<file path="src/rtl/mod465_pkg.sv">
// Shared types for the burst controller: FSM state encoding, symbol-select codes
// and the 7-bit preamble LFSR step (x^7+x^6+1).
package mod465_pkg;

    typedef enum logic [1:0] {
        ST_IDLE     = 2'd0,
        ST_PREAMBLE = 2'd1,
        ST_PAYLOAD  = 2'd2,
        ST_GUARD    = 2'd3
    } state_e;

    localparam logic [1:0] SYM_ZERO = 2'd0;
    localparam logic [1:0] SYM_PRE  = 2'd1;
    localparam logic [1:0] SYM_DATA = 2'd2;

    localparam int         CNT_W     = 9;
    localparam logic [6:0] LFSR_SEED = 7'h7F;

    // Fibonacci form: shift toward the MSB, feedback from taps 7 and 6.
    function automatic logic [6:0] lfsr7_next(input logic [6:0] cur);
        return {cur[5:0], cur[6] ^ cur[5]};
    endfunction

endpackage

</file>
<file path="src/rtl/lfsr7.sv">
// 7-bit preamble scrambler LFSR; reload to LFSR_SEED on load, advance on step.
// Instantiated by burst_ctrl only when BURST_CTRL_PREAMBLE_LFSR_EN is defined.
module lfsr7
    import mod465_pkg::*;
(
    input  logic       clk_in,
    input  logic       reset,
    input  logic       load,
    input  logic       step,
    output logic [6:0] q
);

    logic [6:0] lfsr_q;
    logic [6:0] lfsr_d;

    assign lfsr_d = load ? LFSR_SEED : (step ? lfsr7_next(lfsr_q) : lfsr_q);

    always_ff @(posedge clk_in or posedge reset) begin
        if (reset) begin
            lfsr_q <= LFSR_SEED;
        end else begin
            lfsr_q <= lfsr_d;
        end
    end

    assign q = lfsr_q;

endmodule

</file>
<file path="src/rtl/burst_ctrl.sv">
// Burst framer: preamble, clamped payload, then zero-symbol guard, paced by the
// rising edge of sym_clk_ena. Define BURST_CTRL_PREAMBLE_LFSR_EN for an LFSR preamble.
module burst_ctrl
    import mod465_pkg::*;
#(
    parameter int PREAMBLE_LEN = 16,
    parameter int GUARD_LEN    = 4,
    parameter int MAX_PAYLOAD  = 256
) (
    input  logic       clk_in,
    input  logic       reset,
    input  logic       sym_clk_ena,
    input  logic       start,
    input  logic [8:0] payload_len,
    input  logic       data_valid,
    output logic       data_ready,
    output logic [1:0] sym_sel,
    output logic       pre_bit,
    output logic       busy,
    output logic       done,
    output logic       underrun
);

    localparam logic [CNT_W-1:0] PRE_LEN_C   = CNT_W'(PREAMBLE_LEN);
    localparam logic [CNT_W-1:0] GUARD_LEN_C = CNT_W'(GUARD_LEN);
    localparam logic [CNT_W-1:0] MAX_LEN_C   = CNT_W'(MAX_PAYLOAD);

    state_e           state_q;
    logic [CNT_W-1:0] cnt_q;
    logic [CNT_W-1:0] len_q;
    logic             ena_q;
    logic             armed_q;
    logic             underrun_q;
    logic [1:0]       sym_sel_q;
    logic             pre_bit_q;
    logic             done_q;

    logic             tick;
    logic [CNT_W-1:0] cnt_inc;
    logic [CNT_W-1:0] len_d;
    logic             first_pre_bit;
    logic             next_pre_bit;

    // One tick per enable pulse, however many clk_in cycles the enable stays high.
    assign tick    = sym_clk_ena & ~ena_q;
    assign cnt_inc = cnt_q + CNT_W'(1);
    assign len_d   = (payload_len > MAX_LEN_C) ? MAX_LEN_C : payload_len;

`ifdef BURST_CTRL_PREAMBLE_LFSR_EN
    logic       lfsr_load;
    logic       lfsr_step;
    logic [6:0] lfsr_val;

    assign lfsr_load = tick & armed_q & (state_q == ST_IDLE);
    assign lfsr_step = tick & (state_q == ST_PREAMBLE);

    lfsr7 u_lfsr7 (
        .clk_in (clk_in),
        .reset  (reset),
        .load   (lfsr_load),
        .step   (lfsr_step),
        .q      (lfsr_val)
    );

    // Bit 5 becomes the MSB after this tick's step, so it is the symbol's bit.
    assign first_pre_bit = LFSR_SEED[6];
    assign next_pre_bit  = lfsr_val[5];
`else
    assign first_pre_bit = 1'b1;
    assign next_pre_bit  = ~pre_bit_q;
`endif

    // NOTE: every register below uses non-blocking assignment so all updates
    // see the pre-edge values; blocking here would chain state within one edge.
    always_ff @(posedge clk_in or posedge reset) begin
        if (reset) begin
            state_q    <= ST_IDLE;
            cnt_q      <= '0;
            len_q      <= '0;
            ena_q      <= 1'b0;
            armed_q    <= 1'b0;
            underrun_q <= 1'b0;
            sym_sel_q  <= SYM_ZERO;
            pre_bit_q  <= 1'b0;
            done_q     <= 1'b0;
        end else begin
            ena_q  <= sym_clk_ena;
            done_q <= 1'b0;
            case (state_q)
                ST_IDLE: begin
                    if (tick && armed_q) begin
                        // The arming tick already launches the first preamble symbol.
                        armed_q   <= 1'b0;
                        sym_sel_q <= SYM_PRE;
                        pre_bit_q <= first_pre_bit;
                        if (PRE_LEN_C == CNT_W'(1)) begin
                            cnt_q   <= '0;
                            state_q <= (len_q == '0) ? ST_GUARD : ST_PAYLOAD;
                        end else begin
                            cnt_q   <= CNT_W'(1);
                            state_q <= ST_PREAMBLE;
                        end
                    end else if (start) begin
                        len_q      <= len_d;
                        underrun_q <= 1'b0;
                        armed_q    <= 1'b1;
                    end
                end

                ST_PREAMBLE: begin
                    if (tick) begin
                        sym_sel_q <= SYM_PRE;
                        pre_bit_q <= next_pre_bit;
                        if (cnt_inc == PRE_LEN_C) begin
                            cnt_q   <= '0;
                            state_q <= (len_q == '0) ? ST_GUARD : ST_PAYLOAD;
                        end else begin
                            cnt_q <= cnt_inc;
                        end
                    end
                end

                ST_PAYLOAD: begin
                    if (tick) begin
                        pre_bit_q <= 1'b0;
                        // A starved slot is sent as a zero symbol; the burst keeps its length.
                        sym_sel_q <= data_valid ? SYM_DATA : SYM_ZERO;
                        if (!data_valid) begin
                            underrun_q <= 1'b1;
                        end
                        if (cnt_inc == len_q) begin
                            cnt_q   <= '0;
                            state_q <= ST_GUARD;
                        end else begin
                            cnt_q <= cnt_inc;
                        end
                    end
                end

                ST_GUARD: begin
                    if (tick) begin
                        sym_sel_q <= SYM_ZERO;
                        pre_bit_q <= 1'b0;
                        if (cnt_inc == GUARD_LEN_C) begin
                            cnt_q   <= '0;
                            state_q <= ST_IDLE;
                            done_q  <= 1'b1;
                        end else begin
                            cnt_q <= cnt_inc;
                        end
                    end
                end

                default: begin
                    state_q <= ST_IDLE;
                end
            endcase
        end
    end

    assign data_ready = tick & (state_q == ST_PAYLOAD);
    assign sym_sel    = sym_sel_q;
    assign pre_bit    = pre_bit_q;
    assign busy       = (state_q != ST_IDLE);
    assign done       = done_q;
    assign underrun   = underrun_q;

endmodule

</file>
<file path="config.mk">
export PLATFORM = sky130hd
export DESIGN_NAME = burst_ctrl
export DESIGN_NICKNAME = d
export VERILOG_FILES = /design/src/rtl/mod465_pkg.sv /design/src/rtl/lfsr7.sv /design/src/rtl/burst_ctrl.sv
export SDC_FILE = /design/constraint.sdc
export NUM_CORES = 1
export LEC_CHECK = 0
export CAP_MARGIN = 15
export CORE_MARGIN = 2
export CORE_UTILIZATION = 50
export DETAILED_ROUTE_END_ITERATION = 10
export GPL_ROUTABILITY_DRIVEN = 0
export GPL_TIMING_DRIVEN = 0
export PLACE_DENSITY_LB_ADDON = 0.05
export SLEW_MARGIN = 20
export SYNTH_ARGS = -nofsm -noshare
export SYNTH_HDL_FRONTEND = slang
export SYNTH_HIERARCHICAL = 1
export SYNTH_SLANG_ARGS = --single-unit
export TNS_END_PERCENT = 10
</file>
<file path="constraint.sdc">
create_clock -name clk_in -period 2.8 [get_ports clk_in]
set_clock_uncertainty 0.2 [all_clocks]
set_input_delay 0.56 -clock clk_in [delete_from_list [all_inputs] [get_ports clk_in]]
set_output_delay 0.56 -clock clk_in [all_outputs]
set_load 0.01 [all_outputs]
</file>
==> impl_metrics.csv <==
group,metric,value,unit
status,status,"finished, final reports clean",
finish,n_antenna_cell,0,
logic_synthesis,synthCells,200,
worst_setup_path,crit_required,2830,ps
timing,final_max_slew_viol_count,0,
logic_synthesis,synth_top_area_share,0.377,
routing,routed_wl,4.19,mm
timing,fmax,0.366,GHz
worst_setup_path,critPathBufInv,1,
power_and_ir_drop,switching_share,0.375,
power_and_ir_drop,power.total,1160,uW
worst_setup_path,slowest_stage,"o41ai_4",
cts,ctsHoldBuffers,0,
logic_synthesis,synth_edf_count,0,
finish,layout-drive-gt1-share,0.139,
timing,period_minus_slack,2740,ps
worst_setup_path,path_class,"reg -> reg",
cts,clk_pin_slew_worst_paths,160,ps
timing,finalHoldViolCount,0,
cts,clock-sinks,27,
timing,tightest_slew,564,ps
logic_synthesis,yosys_warnings,6,
logic_synthesis,synth_cell_types,51,
worst_setup_path,end_kind,"register",
floorplan,dieArea,4080,um2
routing,drc,0,
floorplan,start_util,0.529,
run,cap_violations,0,
finish,area_growth,21.9,%
logic_synthesis,syn_area,1790,um2
floorplan,dieWidth,63.9,um
logic_synthesis,synth.avg_cell_area,8.96,um2
power_and_ir_drop,clkPwrFrac,0.155,
routing,via_count,1637,
logic_synthesis,synth.net_count,220,
placement,numPortBuffers,20,
floorplan,coreArea,3390,um2
power_and_ir_drop,combPwrFrac,0.430,
logic_synthesis,ys_seq_area_frac,0.377,
cts,cts_buffer_depth,2,
global_route,grt_overflow,0,
power_and_ir_drop,p_sw,436,uW
cts,cts_tree,"done",
worst_setup_path,cpPeakStageDelay,510,ps
global_route,grt_first_pass_wirelength,7.18,mm
global_route,antenna_found_initial,0,
global_route,track_usage,0.220,
routing,wire_per_inst,15.2,um
worst_setup_path,critPathTopFamily,"compound AO/OA/AOI/OAI gates",
power_and_ir_drop,power_leakage,0.000885,uW
logic_synthesis,async_reset_ff_frac,1.00,
cts,clk_latency,340,ps
finish,fillers,290,
power_and_ir_drop,powerDensity,532,nW/um2
worst_setup_path,critPathLaunchType,"register",
routing,via_per_inst,5.93,
placement,dp_hpwl,3.00,mm
logic_synthesis,ys.flop_type,"dfrtp_1",
power_and_ir_drop,ir_drop,0.271,mV
timing,finalSetupViolations,0,
worst_setup_path,critPathArrivalTime,2770,ps
worst_setup_path,path_max_fanout,8,
floorplan,fp-row-count,21,
finish,fin_cells,276,
cts,clock-root-buffer,"clkbuf_4",
timing,finalCritPeriodShare,0.977,
cts,htreeDepth,1,
finish,nets,251,
logic_synthesis,synth_top_area_cell,"dfrtp_1",
routing,ant_nets,0,
timing,slew_headroom,0.615,
worst_setup_path,path_cells,"ha_4 -> nand2b_1 -> o211a_1 -> o32a_1 -> o41ai_4 -> buf_4 -> a211oi_1 -> a221o_1",
cts,numCtsBuffers,3,
hold_path,hold_class,"reg -> reg",
routing,dr.first_iter.drc_count,146,
power_and_ir_drop,seqPwrFrac,0.415,
floorplan,fp.dieH,63.9,um
logic_synthesis,synth-seq-cells,27,
global_route,grt_pass1_vias,1509,
routing,dr.pass1.iters,4,
logic_synthesis,synthTopCellsByArea,"dfrtp_1, ha_1, nand2_1, nand2b_1, o21ai_0",
power_and_ir_drop,p_int,727,uW
floorplan,ios,21,
placement,dp.cells,266,
global_route,grt_max_degree,28,
[cells in the final DEF, fill, tap and decap left out, types with 3 or more instances in the layout]
cell and n:
xnor2_1 6, clkbuf_4 3, a211oi_1 6, clkdlybuf4s50_1 20, nand3_1 7, a221o_1 5, and2_1 4, nand2b_1 12
nor4_1 5, xor2_1 5, buf_2 5, clkbuf_1 3, or3_1 3, nor2_1 6, o21ai_0 11, ha_1 4
dfrtp_1 25, a21oi_1 7, nand2_1 20, inv_1 8, and3_1 6, buf_4 8, nor3_1 4
[power groups by stage]
| stage | logic, uW | clock network (uW) | registers, uW |
|---|---|---|---|
| final | 500 | 180 | 483 |
| after CTS | 469 | 182 | 479 |
| after global placement | 452 | 0 | 484 |
| after detailed placement | 463 | 0 | 485 |
| after global routing | 548 | 197 | 489 |
| after floorplan | 350 | 0 | 479 |
[sequential cells by signal, indices dropped and copies added, names as in the netlist]
| name | cells |
|---|---|
| cnt_q | 9 |
| len_q | 9 |
| state_q | 2 |
| sym_sel | 2 |
| armed_q | 1 |
| done | 1 |
| ena_q | 1 |
| pre_bit | 1 |
| underrun | 1 |
[per-layer routing]
metal	GRT usage	vias up	share of wire
li1	-	793	-
met1	0.305	779	0.44
met2	0.350	59	0.48
met3	0.0370	6	0.066
met4	0.0652	0	0.012
met5	0	-	0
[synth_stat cells, types with 4 or more instances]
cell type / instances
dfrtp_1: 27
nand2_1: 20
nand2b_1: 12
o21ai_0: 11
inv_1: 9
a21oi_1: 7
nand3_1: 7
nor2_1: 7
a211oi_1: 6
and3_1: 6
ha_1: 6
nor4_1: 6
xnor2_1: 6
a221o_1: 5
buf_2: 5
nor3_1: 5
xor2_1: 5
and2_1: 4
clkbuf_1: 4
[logic make-up after synthesis]
family                     count (synthesis)  synth area share
AOI/OAI and AO/OA                         53             0.218
xor gates and xnor gates                  11            0.0537
adders and majority gates                  6            0.0419
buffers and inverters                     19            0.0454
DFF                                       27             0.377
muxes                                      3            0.0181
and+or+nand+nor                           81             0.246
[worst register-to-register path, delay by kind of cell, from the launching register on]
kind                     cells  cell delay [ps]
flip-flops                   1              470
buffers and inverters        1              230
adder cells (fa/ha/maj)      1              210
AND/OR/NAND/NOR              1              160
AO/OA/AOI/OAI                5             1370
[worst paths after layout]
path | from | endpoint | slack [ps] | cells past startpoint
worst max register to register | cnt_q[1] | cnt_q[5] | 60 | 8
worst max-delay path | cnt_q[1] | cnt_q[5] | 60 | 8
min in group asynchronous | reset | len_q[7] | 370 | 2
worst min-delay path | sym_sel[1] | sym_sel[1] | 300 | 2
worst min register to register | sym_sel[1] | sym_sel[1] | 300 | 2
max in group asynchronous | reset | state_q[1] | 1620 | 2
[cell type report]
type | instances | area [um2] | area share
clock inverters | 1 | 5.00 | 0.00229
plain buffers | 9 | 43.8 | 0.0200
clock buffers | 3 | 22.5 | 0.0103
flip-flops and latches | 27 | 678 | 0.310
multi-input cells | 154 | 1090 | 0.500
well taps | 46 | 57.6 | 0.0263
inverters | 9 | 33.8 | 0.0155
repair buffers | 27 | 253 | 0.116
[what timing repair did]
item,CTS,global route
endpoints found under the setup margin,10,10
buffers inserted,2,5
pin swaps,1,2
resized for setup,7,6
[metrics by stage]
stage	worst slack (ps)	area [um2]	hold slack [ps]	setup TNS, ps	utilization
floorplan	149	1790	258	0	-
global placement	-168	2050	249	-1150	0.605
detailed placement	-252	2050	264	-1770	0.605
CTS	14.0	2110	300	0	0.623
global route	-31.1	2190	333	-126	0.645
finish	64.7	2190	300	0	0.645
Power figures use the tool's default switching activity.
